### config.mk
export PLATFORM = sky130hd
export DESIGN_NAME = bus_keystream_lock
export DESIGN_NICKNAME = d
export VERILOG_FILES = /design/src/rtl/bus_keystream_lock.sv
export SDC_FILE = /design/constraint.sdc
export NUM_CORES = 1
export LEC_CHECK = 0
export BUFFER_PORTS_ARGS = -buffer_cell sky130_fd_sc_hd__buf_2
export CORE_MARGIN = 4
export CORE_UTILIZATION = 30
export DETAILED_ROUTE_END_ITERATION = 12
export SETUP_SLACK_MARGIN = 0.3
export SYNTH_ARGS = -nofsm -noshare
export SYNTH_HDL_FRONTEND = slang
export SYNTH_SLANG_ARGS = --single-unit
### constraint.sdc
create_clock -name clk -period 1.47 [get_ports clk]
set_input_delay 0.0735 -clock clk [delete_from_list [all_inputs] [get_ports clk]]
set_output_delay 0.0735 -clock clk [all_outputs]
set_load 0.005 [all_outputs]
### src/rtl/bus_keystream_lock.sv
// Host-bus unlock gate: a programmed write sequence unlocks the block, after which
// each read strobe returns one keystream bit from a Fibonacci LFSR.
module bus_keystream_lock #(
    parameter int unsigned                CMD_W      = 4,
    parameter int unsigned                SEQ_LEN    = 4,
    parameter logic [SEQ_LEN*CMD_W-1:0]   SEQ_VALUE  = 16'hC35A,
    parameter logic [CMD_W-1:0]           RELOCK_CMD = 4'hF,
    parameter int unsigned                LFSR_W     = 6,
    parameter logic [LFSR_W-1:0]          LFSR_TAPS  = 6'b110000,
    parameter logic [LFSR_W-1:0]          LFSR_SEED  = 6'b000001,
    parameter int unsigned                MAX_READS  = 0
) (
    input  logic                               clk,
    input  logic                               rst,
    input  logic                               sel,
    input  logic                               stb,
    input  logic                               rw,
    input  logic [CMD_W-1:0]                   cmd,
    output logic                               data_out,
    output logic                               data_oe,
    output logic                               unlocked,
    output logic [$clog2(SEQ_LEN+1)-1:0]       seq_idx
);

    localparam int unsigned IDX_W    = $clog2(SEQ_LEN + 1);
    localparam int unsigned CNT_W    = (MAX_READS == 0) ? 1 : $clog2(MAX_READS + 1);
    localparam int unsigned LAST_IDX = SEQ_LEN - 1;
    localparam int unsigned LAST_RD  = (MAX_READS == 0) ? 0 : MAX_READS - 1;
    localparam int unsigned CNT_SAT  = MAX_READS;

    typedef enum logic [0:0] {
        ST_LOCKED   = 1'b0,
        ST_UNLOCKED = 1'b1
    } state_t;

    state_t              state_q, state_d;
    logic [IDX_W-1:0]    seq_q, seq_d;
    logic [LFSR_W-1:0]   lfsr_q, lfsr_d;
    logic [CNT_W-1:0]    cnt_q, cnt_d;

    logic                rd_c;
    logic                wr_c;
    logic                fb_c;
    logic                budget_hit_c;
    logic [CMD_W-1:0]    seq_code_c;
    logic [CMD_W-1:0]    first_code_c;

    assign rd_c         = sel & stb & rw;
    assign wr_c         = sel & stb & ~rw;
    assign fb_c         = ^(lfsr_q & LFSR_TAPS);
    assign first_code_c = SEQ_VALUE[CMD_W-1:0];
    assign budget_hit_c = (MAX_READS != 0) && (cnt_q == CNT_W'(LAST_RD));

    // Expected code at the current match position.
    always_comb begin
        seq_code_c = '0;
        for (int i = 0; i < int'(SEQ_LEN); i++) begin
            if (seq_q == IDX_W'(i)) begin
                seq_code_c = SEQ_VALUE[i*CMD_W +: CMD_W];
            end
        end
    end

    always_ff @(posedge clk or posedge rst) begin
        if (rst) begin
            state_q <= ST_LOCKED;
            seq_q   <= '0;
            lfsr_q  <= LFSR_SEED;
            cnt_q   <= '0;
        end else begin
            state_q <= state_d;
            seq_q   <= seq_d;
            lfsr_q  <= lfsr_d;
            cnt_q   <= cnt_d;
        end
    end

    always_comb begin
        state_d = state_q;
        seq_d   = seq_q;
        lfsr_d  = lfsr_q;
        cnt_d   = cnt_q;
        unique case (state_q)
            ST_LOCKED: begin
                if (wr_c) begin
                    if (cmd == seq_code_c) begin
                        if (seq_q == IDX_W'(LAST_IDX)) begin
                            state_d = ST_UNLOCKED;
                            seq_d   = '0;
                            lfsr_d  = LFSR_SEED;
                            cnt_d   = '0;
                        end else begin
                            seq_d = seq_q + IDX_W'(1);
                        end
                    end else begin
                        // A mismatching code may itself start a fresh attempt.
                        seq_d = (cmd == first_code_c) ? IDX_W'(1) : '0;
                    end
                end
            end
            ST_UNLOCKED: begin
                if (rd_c) begin
                    lfsr_d = {lfsr_q[LFSR_W-2:0], fb_c};
                    if (cnt_q != CNT_W'(CNT_SAT)) begin
                        cnt_d = cnt_q + CNT_W'(1);
                    end
                    if (budget_hit_c) begin
                        state_d = ST_LOCKED;
                        seq_d   = '0;
                    end
                end else if (wr_c && (cmd == RELOCK_CMD)) begin
                    state_d = ST_LOCKED;
                    seq_d   = '0;
                end
            end
            default: begin
                state_d = ST_LOCKED;
                seq_d   = '0;
            end
        endcase
        // All-zero LFSR would stick forever; force it back onto the sequence.
        if (lfsr_q == '0) begin
            lfsr_d = LFSR_SEED;
        end
    end

    assign unlocked = (state_q == ST_UNLOCKED);
    assign seq_idx  = seq_q;
    assign data_out = fb_c;
    assign data_oe  = rd_c & unlocked & ~rst;

endmodule

==> results.py, run 1 <==
metrics = {
    "synth": {
        "synth_edf_count": 0,
        "yosysUniqueCellTypes": 33,
        "synth_top_area_share_pct": 31.14,
        "netlist_instances": 83,
        "ys_ff_latch": 10,
        "synth_ff_type": "dfrtp_1",
        "synth_top_family_by_area": "simple AND/OR/NAND/NOR gates",
        "ys_warn_count": 0,
        "synth_async_sr_flop_share_pct": 100.0,
        "synth-simple-area-share_pct": 34.60,
        "yosys.area.top_type": "dfrtp_1",
        "synthTopCellsByArea": "dfrtp_1 (31%), ha_1 (8.7%), nand2_1 (8.3%), o21ai_0 (4.2%), dfstp_2 (3.6%)",
        "synthAdderAreaFrac_pct": 8.651,
        "synth_mux_area_share_pct": 0,
        "syn_area_per_cell_um2": 8.713,
        "syn-num-nets": 97,
        "syn-cell-area_um2": 723.2,
        "synth_compound_area_share_pct": 17.13,
        "synth_xor_area_share_pct": 1.211,
        "yosysSeqAreaShare_pct": 34.78,
    },
    "die": {
        "rows": 17,
        "die_w_um": 57.10,
        "die_h_um": 57.10,
        "die_area_mm2": 0.003260,
        "io_pins": 15,
        "core_area_mm2": 0.002255,
        "initial_core_util_pct": 32.08,
    },
    "timing": {
        "rsz0062_at_grt": "yes",
        "maxSlewHeadroom_pct": 71.65,
        "fin_skew_ns": 0.007741,
        "worst_pin_slew_ns": 0.4248,
        "min_period_over_period_pct": 116.8,
        "worst_slack_ns": -0.2471,
        "finalSetupViolations": 10,
        "finalCriticalPeriod_ns": 1.717,
        "hold_viol_final": 0,
        "max_freq_mhz": 582.4,
        "final_max_slew_viol_count": 0,
    },
    "job": {
        "maxCapViolations": 0,
    },
    "critical_path": {
        "crit_type": "register to register",
        "crit_arrival_ns": 1.87,
        "crit_start": "seq_idx[0]",
        "worstRegToRegCells": 7,
        "r2r_setup_slack_ns": -0.25,
        "reg2reg_to": "seq_idx[0]",
        "crit_path_start_kind": "register",
        "cp-endpoint": "seq_idx[0]",
        "cp-end-kind": "register",
        "worstPathRequired_ns": 1.63,
        "r2r-start": "seq_idx[0]",
        "path_max_fanout": 5,
    },
    "clocking": {
        "h-tree-depth": 1,
        "clk_latency_ns": 0.28,
        "clk_pin_slew_ns": 0.08,
        "cts_made_buffers": 3,
        "cts_tree": "built",
        "clockBufferDepth": 2,
        "cts_root_buf": "clkbuf_4",
        "clock-sinks": 10,
    },
    "grt": {
        "grt_pass1_vias": 721,
        "track_usage_pct": 12.83,
        "grt_first_pass_wirelength_mm": 3.249,
        "grt-ovfl-total": 0,
        "grt_max_degree": 11,
        "antenna_found_initial": 0,
    },
    "cells_and_area": {
        "num-nets-final": 134,
        "nFillCells": 212,
        "drive_gt1_share_pct": 48.74,
        "n_antenna_cell": 0,
        "final_cells": 147,
        "syn2layout_area_growth_pct": 59.17,
        "stdcell_area_mm2": 0.001151,
        "fin_util_pct": 51.05,
    },
    "power_and_ir_drop": {
        "p_leak_nw": 0.5076,
        "finalPower_w": 0.0007299,
        "sequentialPowerShare_pct": 39.3,
        "intPower_w": 0.0005231,
        "p_per_area_mw_per_mm2": 634.1,
        "clkPwrFrac_pct": 35.9,
        "power_frac_comb_pct": 24.8,
        "peakVddDrop_uv": 372.6,
        "power.switching_w": 0.0002068,
        "p_sw_share_pct": 28.33,
    },
    "route": {
        "ant_nets": 0,
        "dr.pass1.iters": 4,
        "routed_wl_mm": 2.021,
        "viasPerCell": 5.000,
        "wl_per_cell_um": 13.75,
        "drt-initial-drc-count": 13,
        "drc": 0,
        "vias": 735,
    },
    "placement": {
        "dp_hpwl_mm": 1.404,
        "dp.cells": 133,
        "io_buffers": 14,
        "place_area_um2": 899.6,
        "globalplace.congestion": 0.8079,
    },
    "min_path": {
        "hp-class": "input port to register",
    },
    "outcome": {
        "status": "finished, violations left",
        "violations": "setup timing",
    },
}
timing repair:
| item | CTS | global route |
|---|---|---|
| buffers inserted | 7 | 2 |
| endpoints found under the setup margin | 12 | 14 |
| gates resized for setup | 21 | 9 |
| hold buffers | 1 | 0 |
| hold endpoints to repair | 9 | 0 |
| pin swaps | 12 | 7 |
power by group through the flow:
stage | Sequential, W | Clock [W] | Combinational, W
6_report | 0.000287 | 0.000262 | 0.000181
5_1_grt | 0.000287 | 0.000278 | 0.000195
4_1_cts | 0.000286 | 0.000265 | 0.000173
3_5_place_dp | 0.000290 | 0 | 0.000128
3_3_place_gp | 0.000289 | 0 | 0.000126
2_1_floorplan | 0.000291 | 0 | 0.0000727
layer usage:
metal / up-vias / wire length (µm) / track usage [%]
met5: - / 0 / 0
met4: 0 / 11 / 1.987
met3: 2 / 115 / 5.204
met2: 17 / 973 / 23.00
met1: 347 / 921 / 14.48
li1: 369 / - / -
worst max-delay path: stages (launching register included):
cell and delay, ns:
dfrtp_2 0.46, buf_6 0.14, ha_4 0.17, and4bb_1 0.23, a211oi_4 0.26, nand2_1 0.11
nand3_2 0.13, o311ai_2 0.09
sequential cells by signal, summed over array words and instances (netlist names):
name      cells
lfsr_q        6
unlocked      1
seq_idx       3
cell usage after synthesis, types with 2 or more instances:
library cell / instances
nand2_1: 16
dfrtp_1: 9
inv_1: 7
o21ai_0: 6
ha_1: 5
nor2_1: 5
nand4_1: 3
nor2b_1: 3
nand2b_1: 2
nand3_1: 2
nor3_1: 2
o31ai_1: 2
cell usage in the layout, fill, tap and decap left out, drive strengths merged:
master / n
nor3b: 1
xor2: 1
nor2b: 3
dlygate4sd3: 1
and4bb: 2
o21ai: 7
and3b: 1
nand4: 3
nand4b: 1
nand2b: 2
a21o: 1
nor4: 2
and4: 1
and3: 1
nor2: 5
inv: 7
o311ai: 2
buf: 31
dfrtp: 9
clkbuf: 4
ha: 5
dfstp: 1
o31ai: 3
o211ai: 1
nand2: 16
a211oi: 1
nor3: 2
nand3b: 1
nand3: 3
a21oi: 1
kinds of logic (layout without fill, tap and decap cells):
logic type                 Yosys count  in the layout
buffers and inverters                7             43
and+or+nand+nor                     44             44
DFF                                 10             10
adders and majority gates            5              5
xor gates and xnor gates             1              1
AOI/OAI and AO/OA                   16             16
layout make-up:
type	instances	area [µm²]	share of cell area, %
clock buffers	4	36.28	3.152
inverters	7	31.28	2.717
multi-input cells	66	551.8	47.93
flip-flops and latches	10	254.0	22.07
well taps	28	35.03	3.043
repair buffers	32	242.7	21.09
stage by stage:
step           setup TNS (ns)  setup slack [ns]  hold slack [ns]
2_1_floorplan         -0.3248          -0.04355         -0.08710
3_3_place_gp           -1.235           -0.1524          0.08190
3_5_place_dp           -1.585           -0.2010          0.09895
4_1_cts                -1.436           -0.1929           0.1455
5_1_grt                -2.443           -0.3198           0.1678
6_report               -1.882           -0.2471           0.1436
worst min path at each step:
stage | from | endpoint | slack [ns] | depth (start not counted)
6_report | cmd[3] | seq_idx[2] | 0.14 | 3
5_1_grt | cmd[3] | seq_idx[2] | 0.17 | 3
2_1_floorplan | rst | lfsr_q[1] | -0.09 | 1
4_1_cts | cmd[3] | seq_idx[2] | 0.15 | 3
3_5_place_dp | rst | lfsr_q[5] | 0.1 | 2
3_3_place_gp | rst | lfsr_q[1] | 0.08 | 2
(Power assumes the default switching activity.)
==> inputs of run 2 (changes only) <==
--- a/config.mk
+++ b/config.mk
@@ -5,7 +5,7 @@
 export SDC_FILE = /design/constraint.sdc
 export NUM_CORES = 1
 export LEC_CHECK = 0
-export BUFFER_PORTS_ARGS = -buffer_cell sky130_fd_sc_hd__buf_2
+export BUFFER_PORTS_ARGS = -buffer_cell sky130_fd_sc_hd__buf_4
 export CORE_MARGIN = 4
 export CORE_UTILIZATION = 30
 export DETAILED_ROUTE_END_ITERATION = 12
==> constraint.sdc (replaced) <==
create_clock -name clk -period 1.7 [get_ports clk]
set_input_delay 0.085 -clock clk [delete_from_list [all_inputs] [get_ports clk]]
set_output_delay 0.085 -clock clk [all_outputs]
set_load 0.005 [all_outputs]
==> run 2 against run 1 <==
The flow now finishes without violations. Clock power decreased by 13%. Register-to-register slack improved by 0.28 ns. First-iteration DRC count up 62%. Worst setup slack better by 0.28 ns. Highest routed layer unchanged.
==> results.py, run 2 (synthesized netlist as in run 1, its figures left out) <==
metrics = {
    "grt": {
        "antenna_found_initial": 0,
        "grt_pass1_vias": 706,
        "grt_max_degree": 11,
        "grt-ovfl-total": 0,
        "track_usage_pct": 12.15,
        "grt_first_pass_wirelength_mm": 3.063,
    },
    "die": {
        "core_area_mm2": 0.002255,
        "die_area_mm2": 0.003260,
        "io_pins": 15,
        "rows": 17,
        "die_w_um": 57.10,
        "initial_core_util_pct": 32.08,
        "die_h_um": 57.10,
    },
    "route": {
        "wl_per_cell_um": 13.37,
        "routed_wl_mm": 1.885,
        "viasPerCell": 5.319,
        "drt-initial-drc-count": 21,
        "ant_nets": 0,
        "dr.pass1.iters": 4,
        "vias": 750,
        "drc": 0,
    },
    "critical_path": {
        "worstPathRequired_ns": 1.87,
        "worstRegToRegCells": 7,
        "crit_type": "register to register",
        "cp-end-kind": "register",
        "crit_arrival_ns": 1.84,
        "crit_path_start_kind": "register",
        "path_max_fanout": 4,
        "r2r-start": "seq_idx[1]",
        "r2r_setup_slack_ns": 0.03,
        "crit_start": "seq_idx[1]",
        "reg2reg_to": "seq_idx[0]",
    },
    "timing": {
        "finalSetupViolations": 0,
        "maxSlewHeadroom_pct": 71.37,
        "finalCriticalPeriod_ns": 1.666,
        "tns_ns": 0,
        "hold_viol_final": 0,
        "rsz0062_at_grt": "yes",
        "fin_skew_ns": 0.0003101,
        "max_freq_mhz": 600.4,
        "min_period_over_period_pct": 97.97,
        "final_max_slew_viol_count": 0,
        "worst_pin_slew_ns": 0.4290,
        "worst_slack_ns": 0.03444,
    },
    "clocking": {
        "clock-sinks": 10,
        "cts_tree": "built",
        "clk_latency_ns": 0.27,
        "cts_root_buf": "clkbuf_4",
        "clockBufferDepth": 2,
        "clk_pin_slew_ns": 0.08,
        "h-tree-depth": 1,
        "cts_made_buffers": 3,
    },
    "placement": {
        "place_area_um2": 882.1,
        "io_buffers": 14,
        "dp.cells": 126,
        "globalplace.congestion": 0.8676,
        "dp_hpwl_mm": 1.345,
        "pre_cts_slack_ns": -0.03733,
    },
    "cells_and_area": {
        "drive_gt1_share_pct": 45.13,
        "layout_commonest_cell": "buf_4",
        "nFillCells": 228,
        "largest_reg_flops": 6,
        "top_register": "lfsr_q",
        "stdcell_area_mm2": 0.001077,
        "syn2layout_area_growth_pct": 48.96,
        "n_antenna_cell": 0,
        "final_cell_mix": "buf_4 (24), nand2_1 (16), dfrtp_1 (7)",
        "num-nets-final": 128,
        "final_cells": 141,
    },
    "job": {
        "maxCapViolations": 0,
    },
    "min_path": {
        "holdPathEnd": "seq_idx[2]",
        "hp-start": "cmd[3]",
        "hp-class": "input port to register",
        "min_path_cells": 3,
    },
    "outcome": {
        "status": "completed",
    },
    "power_and_ir_drop": {
        "peakVddDrop_uv": 447.3,
        "p_leak_nw": 0.4803,
        "p_per_area_mw_per_mm2": 559.8,
    },
}
-- run 2: cell types whose count changed in the layout (fill, tap and decap cells not counted), sizes merged --
cell / change
buf: -6
-- run 2: power by group --
| part | internal (W) | total [W] | leakage, nW | switching [W] |
|---|---|---|---|---|
| Clock | 0.000130 | 0.000228 | 0.0210 | 0.0000979 |
| Combinational | 0.0000626 | 0.000127 | 0.327 | 0.0000641 |
| Sequential | 0.000241 | 0.000248 | 0.133 | 0.00000685 |
-- run 2: worst max path at each step --
stage | cells after the start | end
2_1_floorplan | 7 | seq_idx[1]
3_3_place_gp | 6 | lfsr_q[1]
3_5_place_dp | 7 | lfsr_q[0]
4_1_cts | 7 | seq_idx[0]
5_1_grt | 7 | seq_idx[0]
6_report | 7 | seq_idx[0]
-- run 2: metrics by stage --
step	utilization (%)	hold slack, ns	power [W]
2_1_floorplan	-	-0.07560	0.0003145
3_3_place_gp	39.12	0.1190	0.0003534
3_5_place_dp	39.12	0.1203	0.0003552
4_1_cts	45.23	0.1392	0.0006029
5_1_grt	47.78	0.1740	0.0006315
6_report	47.78	0.1530	0.0006031
-- run 2: metal layers --
layer | GRT usage [%] | up-vias | part of all wire, %
met5 | 0 | - | 0
met4 | 3.974 | 0 | 0.90
met3 | 5.656 | 4 | 9.3
met2 | 20.07 | 32 | 49
met1 | 13.85 | 356 | 41
li1 | - | 358 | -
-- run 2: worst max-delay path, stage by stage (launching register included) --
cell	delay [ns]
dfrtp_2	0.45
inv_2	0.08
ha_4	0.18
nor4_4	0.27
a211oi_2	0.12
nand2_1	0.08
nand3_2	0.14
o311ai_2	0.24
-- run 2: timing repair --
item                                    in CTS  in global routing
hold buffers                                 1                  0
pin swaps                                    9                  4
endpoints found under the setup margin      10                 11
setup buffers                                5                  5
endpoints found under the hold margin        9                  0
resized for setup                           15                  3
-- run 2: area by class of cell --
type,count,area (µm²),area share (%)
tap,28,35.03,3.252
clock buffer,4,36.28,3.368
timing repair buffer,26,201.4,18.70
multi-input combinational,66,524.3,48.66
inverter,7,26.28,2.439
sequential,10,254.0,23.58
